**src/rtl/router_pkg.sv**
```systemverilog
// Shared router definitions: flit layout, flow-control bit positions and the
// packet framing state type used by the channel input buffer.
package router_pkg;
  localparam int FLIT_W = 68;
  localparam int VALID  = 0;
  localparam int HEAD   = 1;
  localparam int TAIL   = 2;

  localparam int FC_CREDIT      = 0;
  localparam int FC_ALMOST_FULL = 1;

  typedef enum logic {
    FRAME_IDLE = 1'b0,
    FRAME_BODY = 1'b1
  } frame_state_e;
endpackage

```
**src/rtl/flit_fifo.sv**
```systemverilog
// Power-of-two flit FIFO with occupancy count. The caller never reads when empty
// and never writes when full unless it also reads in the same cycle.
module flit_fifo
  import router_pkg::*;
#(
  parameter int DEPTH = 8,
  parameter int W     = FLIT_W
) (
  input  logic                     clk,
  input  logic                     reset,
  input  logic                     wr_en,
  input  logic [W-1:0]             wr_data,
  input  logic                     rd_en,
  output logic [W-1:0]             rd_data,
  output logic [$clog2(DEPTH):0]   count,
  output logic                     full,
  output logic                     empty
);
  localparam int AW = $clog2(DEPTH);

  logic [W-1:0]  mem [DEPTH];
  logic [AW-1:0] wr_ptr;
  logic [AW-1:0] rd_ptr;

  // Storage has no reset; only pointers and count define what is valid.
  always_ff @(posedge clk) begin
    if (wr_en) mem[wr_ptr] <= wr_data;
  end

  always_ff @(posedge clk) begin
    if (reset) begin
      wr_ptr <= '0;
      rd_ptr <= '0;
      count  <= '0;
    end else begin
      if (wr_en) wr_ptr <= wr_ptr + AW'(1);
      if (rd_en) rd_ptr <= rd_ptr + AW'(1);
      if (wr_en && !rd_en)      count <= count + (AW+1)'(1);
      else if (rd_en && !wr_en) count <= count - (AW+1)'(1);
    end
  end

  assign rd_data = mem[rd_ptr];
  assign full    = (count == (AW+1)'(DEPTH));
  assign empty   = (count == '0);
endmodule

```
**src/rtl/channel_input_buffer.sv**
```systemverilog
// Credit-based channel input buffer: queues valid flits, forwards them while
// downstream credits last, returns upstream credits and checks packet framing.
module channel_input_buffer
  import router_pkg::*;
#(
  parameter int DEPTH        = 8,
  parameter int CREDITS_INIT = 8
) (
  input  logic              clk,
  input  logic              reset,
  input  logic [FLIT_W-1:0] channel_in_ip,
  input  logic [1:0]        flow_ctrl_in_op,
  output logic [FLIT_W-1:0] channel_out_op,
  output logic [1:0]        flow_ctrl_out_ip,
  output logic              error
);
  localparam int AW = $clog2(DEPTH);
  localparam int CW = $clog2(CREDITS_INIT + 1);

  logic [FLIT_W-1:0] head_flit;
  logic [FLIT_W-1:0] send_flit;
  logic [AW:0]       count;
  logic [AW:0]       occ_next;
  logic              full;
  logic              empty;
  logic              wr_en;
  logic              deq;
  logic              drop;
  logic              credit_in;
  logic              credit_ovf;
  logic              frame_err;
  logic              deq_d;
  logic [CW-1:0]     credit_cnt;
  frame_state_e      state_q;
  frame_state_e      state_d;
  logic              unused_fc;

  assign unused_fc  = flow_ctrl_in_op[1];
  assign credit_in  = flow_ctrl_in_op[FC_CREDIT];
  assign deq        = !empty && (credit_cnt != '0);
  // A full FIFO still takes a flit when the head leaves in the same cycle.
  assign wr_en      = channel_in_ip[VALID] && (!full || deq);
  assign drop       = channel_in_ip[VALID] && full && !deq;
  assign credit_ovf = credit_in && !deq && (credit_cnt == CW'(CREDITS_INIT));

  flit_fifo #(.DEPTH(DEPTH), .W(FLIT_W)) u_fifo (
    .clk     (clk),
    .reset   (reset),
    .wr_en   (wr_en),
    .wr_data (channel_in_ip),
    .rd_en   (deq),
    .rd_data (head_flit),
    .count   (count),
    .full    (full),
    .empty   (empty)
  );

  always_comb begin
    occ_next = count;
    if (wr_en && !deq)      occ_next = count + (AW+1)'(1);
    else if (deq && !wr_en) occ_next = count - (AW+1)'(1);
    send_flit        = head_flit;
    send_flit[VALID] = 1'b1;
  end

  // Framing FSM advances only on flits that actually enter the FIFO.
  always_comb begin
    state_d   = state_q;
    frame_err = 1'b0;
    if (wr_en) begin
      case (state_q)
        FRAME_IDLE: begin
          if (!channel_in_ip[HEAD])     frame_err = 1'b1;
          else if (!channel_in_ip[TAIL]) state_d  = FRAME_BODY;
        end
        FRAME_BODY: begin
          if (channel_in_ip[HEAD]) begin
            frame_err = 1'b1;
            state_d   = channel_in_ip[TAIL] ? FRAME_IDLE : FRAME_BODY;
          end else if (channel_in_ip[TAIL]) begin
            state_d = FRAME_IDLE;
          end
        end
        default: state_d = FRAME_IDLE;
      endcase
    end
  end

  always_ff @(posedge clk) begin
    if (reset) begin
      state_q          <= FRAME_IDLE;
      credit_cnt       <= CW'(CREDITS_INIT);
      channel_out_op   <= '0;
      flow_ctrl_out_ip <= '0;
      deq_d            <= 1'b0;
      error            <= 1'b0;
    end else begin
      state_q        <= state_d;
      channel_out_op <= deq ? send_flit : '0;
      if (deq && !credit_in)                                credit_cnt <= credit_cnt - CW'(1);
      else if (credit_in && !deq && (credit_cnt != CW'(CREDITS_INIT))) credit_cnt <= credit_cnt + CW'(1);
      // Upstream credit goes out the cycle after the flit appears downstream.
      deq_d                            <= deq;
      flow_ctrl_out_ip[FC_CREDIT]      <= deq_d;
      flow_ctrl_out_ip[FC_ALMOST_FULL] <= (occ_next >= (AW+1)'(DEPTH - 1));
      error <= error || drop || credit_ovf || frame_err;
    end
  end
endmodule
```
**config.mk**
```make
export PLATFORM = sky130hd
export DESIGN_NAME = channel_input_buffer
export DESIGN_NICKNAME = d
export VERILOG_FILES = /design/src/rtl/router_pkg.sv /design/src/rtl/flit_fifo.sv /design/src/rtl/channel_input_buffer.sv
export SDC_FILE = /design/constraint.sdc
export NUM_CORES = 1
export LEC_CHECK = 0
export ABC_AREA = 1
export BUFFER_PORTS_ARGS = -buffer_cell sky130_fd_sc_hd__buf_2
export CAP_MARGIN = 10
export CELL_PAD_IN_SITES_DETAIL_PLACEMENT = 0
export CELL_PAD_IN_SITES_GLOBAL_PLACEMENT = 1
export CORE_ASPECT_RATIO = 1.4
export CORE_MARGIN = 8
export CORE_UTILIZATION = 25
export CTS_CLUSTER_DIAMETER = 60
export CTS_CLUSTER_SIZE = 24
export DETAILED_ROUTE_END_ITERATION = 6
export GPL_TIMING_DRIVEN = 0
export PLACE_DENSITY_LB_ADDON = 0.15
export SETUP_SLACK_MARGIN = 0.3
export SLEW_MARGIN = 10
export SYNTH_ARGS = -nofsm -noshare
export SYNTH_HDL_FRONTEND = slang
export SYNTH_SLANG_ARGS = --single-unit
export TNS_END_PERCENT = 5
```
**constraint.sdc**
```tcl
create_clock -name clk -period 11.59 [get_ports clk]
set_input_delay 1.159 -clock clk [delete_from_list [all_inputs] [get_ports clk]]
set_output_delay 1.159 -clock clk [all_outputs]
set_load 0.1 [all_outputs]
```
# Word-level counts from Yosys, hierarchy flattened
# Memories as Yosys holds them, arrays and structs flattened. A register that Yosys moved wholly into a read port is not among the register bits.
# Cells that the tools add are included.
# Widths: inputs -> output; s select.
[totals] regBits=20 mem_bits_rw=544 inputBits=72 output_inout_bits=71 word_cells=59 n_memories=1
[memory_table] name="u_fifo.mem" words=8 width=68 read_ports=1 rd_clocked_by_memory_dff=1 wr=1 line="flit_fifo.sv:21" text="logic [W-1:0] mem [DEPTH];"
[op_classes] n_addsub=6 n_lt_le_gt_ge=1 n_eq_ne=3 n_mux=14 n_bitwise=2 reduce_logical=23
[ops] operator="$mux 4" n=4
[ops] operator="$logic_and 1x1->1" n=10
[ops] operator="$add 4x1->4 const B" n=2
[ops] operator="$eq 4x4->1 const B" n=2
[ops] operator="$mux 1" n=8
[ops] operator="$sub 4x1->4 const B" n=2
[ops] operator="$add 3x1->3 const B" n=2
[ops] operator="$logic_not 1->1" n=5
[ops] operator="$ge 4x3->1 const B" n=1
[ops] operator="$logic_not 4->1" n=1
[ops] operator="$logic_or 1x1->1" n=4
[ops] operator="$ne 4x4->1 const B" n=1
[ops] operator="$pmux 1 s2" n=2
[ops] operator="$reduce_bool 4->1" n=1
[ops] operator="$not 1->1" n=2
[ops] operator="$reduce_bool 2->1" n=1
[ops] operator="$reduce_or 2->1" n=1

# Depth between registers and ports, before layout
[depth] depth_word=10 ltp_mapped=13 mapped_depth_nobuf=13

# Hierarchy
# A second synthesis with hierarchy kept.
[hier_totals] hier_cells=2198 area_unflattened_um2=25004.0
[modules_own_cells] module="flit_fifo" instances=1 cells_per_inst=1893 area_per_inst_um2=22165.0 seq_area_each_um2=16595.9
[modules_own_cells] module="channel_input_buffer" instances=1 cells_per_inst=305 area_per_inst_um2=2839.0 seq_area_each_um2=1521.5

# Worst setup path after synthesis
# OpenSTA, ideal clock, no wires.
[synth_path] path_kind="input port to flip-flop" from="in channel_in_ip[0]" to="mem u_fifo.mem[0][10] (netlist bit), enable pin" setup_ns=0.492 arrival_ns=4.242 slack_ns=6.855 path_stages=4 path_buffers=0 path_cell_list="o21ai_2 -> inv_2 -> nand2_1 -> nor2_1"
[synth_between] elab_chain_len=3
[synth_lines] item="from (decl)" line="channel_input_buffer.sv:11" text="input logic [FLIT_W-1:0] channel_in_ip,"
[synth_lines] item="$logic_and 1x1->1" line="channel_input_buffer.sv:42" text="assign wr_en = channel_in_ip[VALID] && (!full || deq);"
[synth_lines] item="$mux 1" line="flit_fifo.sv:27" text="if (wr_en) mem[wr_ptr] <= wr_data;"
[synth_lines] item="$mux 1 (implied by the code)" line="flit_fifo.sv:27"
[synth_lines] item="to (decl)" line="flit_fifo.sv:21"
# No other way between the ends.

# Final worst setup path
[layout_path] from="reg u_fifo.count[0]" to="mem u_fifo.mem[0][42] (netlist bit), enable pin"
[layout_between] elab_chain_len=7 word_cells_on_any_way=9 classes_between="eq/ne: 1; mux: 2; reduce/logical: 6"
[layout_lines] item="from (decl)" line="flit_fifo.sv:15" text="output logic [$clog2(DEPTH):0] count,"
[layout_lines] item="from (signal assigned)" line="flit_fifo.sv:38" text="if (wr_en && !rd_en) count <= count + (AW+1)'(1);"
[layout_lines] item="from (signal assigned)" line="flit_fifo.sv:39" text="else if (rd_en && !wr_en) count <= count - (AW+1)'(1);"
[layout_lines] item="$logic_not 4->1" line="flit_fifo.sv:45" text="assign empty = (count == '0);"
[layout_lines] item="$logic_not 1->1" line="channel_input_buffer.sv:40" text="assign deq = !empty && (credit_cnt != '0);"
[layout_lines] item="$logic_and 1x1->1" line="channel_input_buffer.sv:40"
[layout_lines] item="$logic_or 1x1->1 *" line="channel_input_buffer.sv:42"
[layout_lines] item="$logic_and 1x1->1 *" line="channel_input_buffer.sv:42"
[layout_lines] item="$mux 1 *" line="flit_fifo.sv:27"
[layout_lines] item="$mux 1 (implied by the code) *" line="flit_fifo.sv:27"
# Every way passes the cells marked *; elsewhere a longest branch is shown, timed or not.

==> flow_summary.json <==
{
  "max_slew_violation_count": 0,
  "cts.clk_slew.worst_paths_ns": 0.08,
  "floorplan.rows": 132,
  "drive_gt1_share_pct": 16.6,
  "synthesis_to_finish_area_growth_pct": 20.3,
  "timing.critical_path.slowest_stage_cell": "nor2_4",
  "netSwitchingFraction_pct": 42.6,
  "cts_buffer_depth": 3,
  "core_region_area_um2": 92300,
  "cts_repair_resize_count": 0,
  "vias": 14600,
  "initial_core_util_pct": 25.2,
  "setup_tns_ns": 0,
  "cts_tree": "built",
  "synth.ff_latch_count": 622,
  "grt_max_degree": 25,
  "ios": 143,
  "portBuffers": 140,
  "sequential_power_share_pct": 38.3,
  "cts-buffers-inserted": 46,
  "ir_drop_mv": 0.141,
  "die-height_um": 377,
  "worst_setup_path_end_kind": "flip-flop",
  "tightest_pin_transition_ns": 0.811,
  "timing.final.hold_violations": 0,
  "net-switching-power_w": 0.00296,
  "post-route-drc-count": 0,
  "first_global_vias": 15000,
  "setup.worst_path.class": "flip-flop to flip-flop",
  "powerDensity_nw_per_um2": 248,
  "die_area_um2": 103000,
  "period_share_pct": 26.4,
  "slew-limit-headroom_pct": 45.9,
  "dieWidth_um": 274,
  "place_ws_ns": 8.18,
  "gp_routability_congestion": 0.711,
  "slowest_delay_ns": 0.51,
  "drc_violation_total_after_the_first_tritonroute_iteration": 1015,
  "timing.clock.skew_ns": 0.0277,
  "total_length_of_routed_wires_um": 74300,
  "status": "completed",
  "rsz0062_at_grt": "false",
  "synthesis.yosys.warnings": 0,
  "worst-path-max-fanout": 17,
  "critical_path_buf_inv_count": 6,
  "ys_seq_area_share_pct": 76.7,
  "timing.critical_path.cells": "inv_1, ha_1, inv_1, nor2_1, nand2_1, o21ai_2, inv_2, nand2_1, nor2_4, buf_16, buf_12, buf_12",
  "antenna_violations_before_repair": 16,
  "cp_data_required_time_ns": 11.90,
  "grtUsageTotal_pct": 14.1,
  "route.detailed.wl_per_inst_um": 23.1,
  "syn_avg_cell_area_um2": 13.2,
  "worstSkewPairLatency_ns": 0.62,
  "clkPwrFrac_pct": 25.7,
  "grt_first_pass_wirelength_um": 107000,
  "worst_path_top_cell_family_by_delay": "simple AND/OR/NAND/NOR gates",
  "fin_ws_ns": 8.53,
  "timing.max_cap.violations": 0,
  "netlist-cell-type-count": 37,
  "place.detailed.hpwl_um": 49600,
  "min_period_ns": 3.06,
  "grt.overflow.total": 0,
  "cellLeakagePower_nw": 9.46,
  "syn_area_um2": 23200,
  "critical_path_arrival_ns": 3.37,
  "antenna_violating_nets_post_route": 0,
  "drt_pass1_iterations": 5,
  "final-setup-viol-count": 0,
  "post_drt_via_cell_ratio": 4.54,
  "cts.repair_timing.setup_buffer_count": 0,
  "finalNetCount": 2054,
  "startpoint_type": "flip-flop",
  "root_buffer": "clkbuf_16",
  "achievable-frequency_mhz": 327,
  "internal-power_w": 0.00399,
  "hold_buffers": 0,
  "mapped_nets": 1834,
  "syn_inst": 1757,
  "comb_power_share_pct": 36.0,
  "min_path_type": "flip-flop to flip-flop",
  "cts_htree_levels": 2,
  "cts.sink_count": 622
}
cell type report:
class | instances | area, um^2
fill | 9208 | 64400
sequential | 622 | 17800
multi-input combinational | 987 | 4760
tap | 1206 | 1510
timing repair buffer | 172 | 1470
clock buffer | 48 | 1190
buffer | 113 | 571
clock inverter | 36 | 488
inverter | 35 | 143
antenna | 4 | 10.0
flip-flops by register name, indices dropped and copies added (netlist names):
register	cells
u_fifo.mem	536
credit_cnt	4
state_q	1
channel_out_op	68
u_fifo.rd_ptr	3
u_fifo.count	4
u_fifo.wr_ptr	3
error	1
flow_ctrl_out_ip	2
cells in the final DEF, fill, tap and decap left out, drive strengths merged, types with 2 or more instances in the layout:
master / netlist / final
o22ai: 134 / 134
diode: 0 / 4
o21ai: 346 / 346
nand2: 39 / 39
clkinvlp: 0 / 6
ha: 5 / 5
xor2: 5 / 5
clkbuf: 65 / 113
inv: 34 / 51
edfxtp: 536 / 536
nand4: 2 / 2
nor2: 427 / 427
nand3: 14 / 14
buf: 48 / 220
clkinv: 1 / 13
dfxtp: 86 / 86
a21oi: 8 / 8
synthesized netlist by cell type:
cell	instances	area (um^2)
a211oi_1	1	7.51
a21oi_1	8	40.0
a221oi_2	1	15.0
a31oi_1	1	6.26
buf_1	1	3.75
buf_12	1	20.0
buf_2	23	115
buf_4	19	143
buf_6	4	45.0
clkbuf_1	65	244
clkinv_2	1	5.00
dfxtp_1	86	1720
edfxtp_1	536	16100
ha_1	5	62.6
inv_1	29	109
inv_2	3	11.3
inv_4	1	6.26
inv_8	1	11.3
nand2_1	32	120
nand2_2	3	18.8
nand2_4	4	45.0
nand3_1	13	65.1
nand3_4	1	17.5
nand3b_1	1	7.51
nand4_1	2	12.5
nor2_1	421	1580
nor2_2	4	25.0
nor2_4	2	22.5
o211ai_1	1	7.51
o21ai_0	272	1360
o21ai_1	72	360
o21ai_2	2	17.5
o21bai_1	1	7.51
o22ai_1	134	838
or2_2	1	6.26
xor2_1	4	35.0
xor2_2	1	16.3
tightest hold or removal path: cells and delay by family, from the launching register on:
| family | cells | cell delay [ns] |
|---|---|---|
| buffers and inverters | 1 | 0.05 |
| flip-flops | 1 | 0.32 |
| AND/OR/NAND/NOR | 1 | 0.03 |
final timing paths:
path | from | endpoint | slack, ns | depth (start not counted)
setup / recovery | u_fifo.count[0] | u_fifo.mem[0][42] | 8.53 | 12
hold / removal | channel_out_op[0] | flow_ctrl_out_ip[0] | 0.43 | 2
setup reg to reg | u_fifo.count[0] | u_fifo.mem[0][42] | 8.53 | 12
hold reg to reg | channel_out_op[0] | flow_ctrl_out_ip[0] | 0.43 | 2
metrics by stage:
stage | power (W) | hold slack [ns] | instance area (um^2) | std cells | util (%)
2_1_floorplan | 0.00443 | 0.403 | 23200 | 1757 | -
3_3_place_gp | 0.00525 | 0.416 | 25400 | 3103 | 27.6
3_5_place_dp | 0.00527 | 0.419 | 26300 | 3135 | 28.4
4_1_cts | 0.00707 | 0.439 | 27900 | 3219 | 30.3
5_1_grt | 0.00730 | 0.450 | 27900 | 3219 | 30.3
6_report | 0.00694 | 0.435 | 28000 | 3223 | 30.3
power groups by stage:
| stage | registers [W] | logic (W) | clock network [W] |
|---|---|---|---|
| 2_1_floorplan | 0.00339 | 0.00103 | 0 |
| 3_3_place_gp | 0.00273 | 0.00253 | 0 |
| 3_5_place_dp | 0.00271 | 0.00256 | 0 |
| 4_1_cts | 0.00266 | 0.00256 | 0.00185 |
| 5_1_grt | 0.00268 | 0.00271 | 0.00192 |
| 6_report | 0.00266 | 0.00250 | 0.00179 |
kinds of logic (layout without fill, tap and decap cells):
group | after synthesis | in the layout | synth area share, %
other cells | 0 | 4 | 0
xor+xnor | 5 | 5 | 0.221
fa+ha+maj | 5 | 5 | 0.269
simple gates | 484 | 484 | 8.27
compound gates | 493 | 493 | 11.5
buf+inv | 148 | 404 | 3.07
flops | 622 | 622 | 76.7
per-layer routing:
layer  share of wire, %  vias up  track usage (%)  wire length [um]
li1                   -     6848                -                 -
met1                 41     7350             17.4             30700
met2                 51      329             25.0             37800
met3                5.2      105             2.66              3860
met4                2.4       10             3.68              1820
met5              0.089        -                0                66
Note: power is estimated with default switching activity, not from simulation.
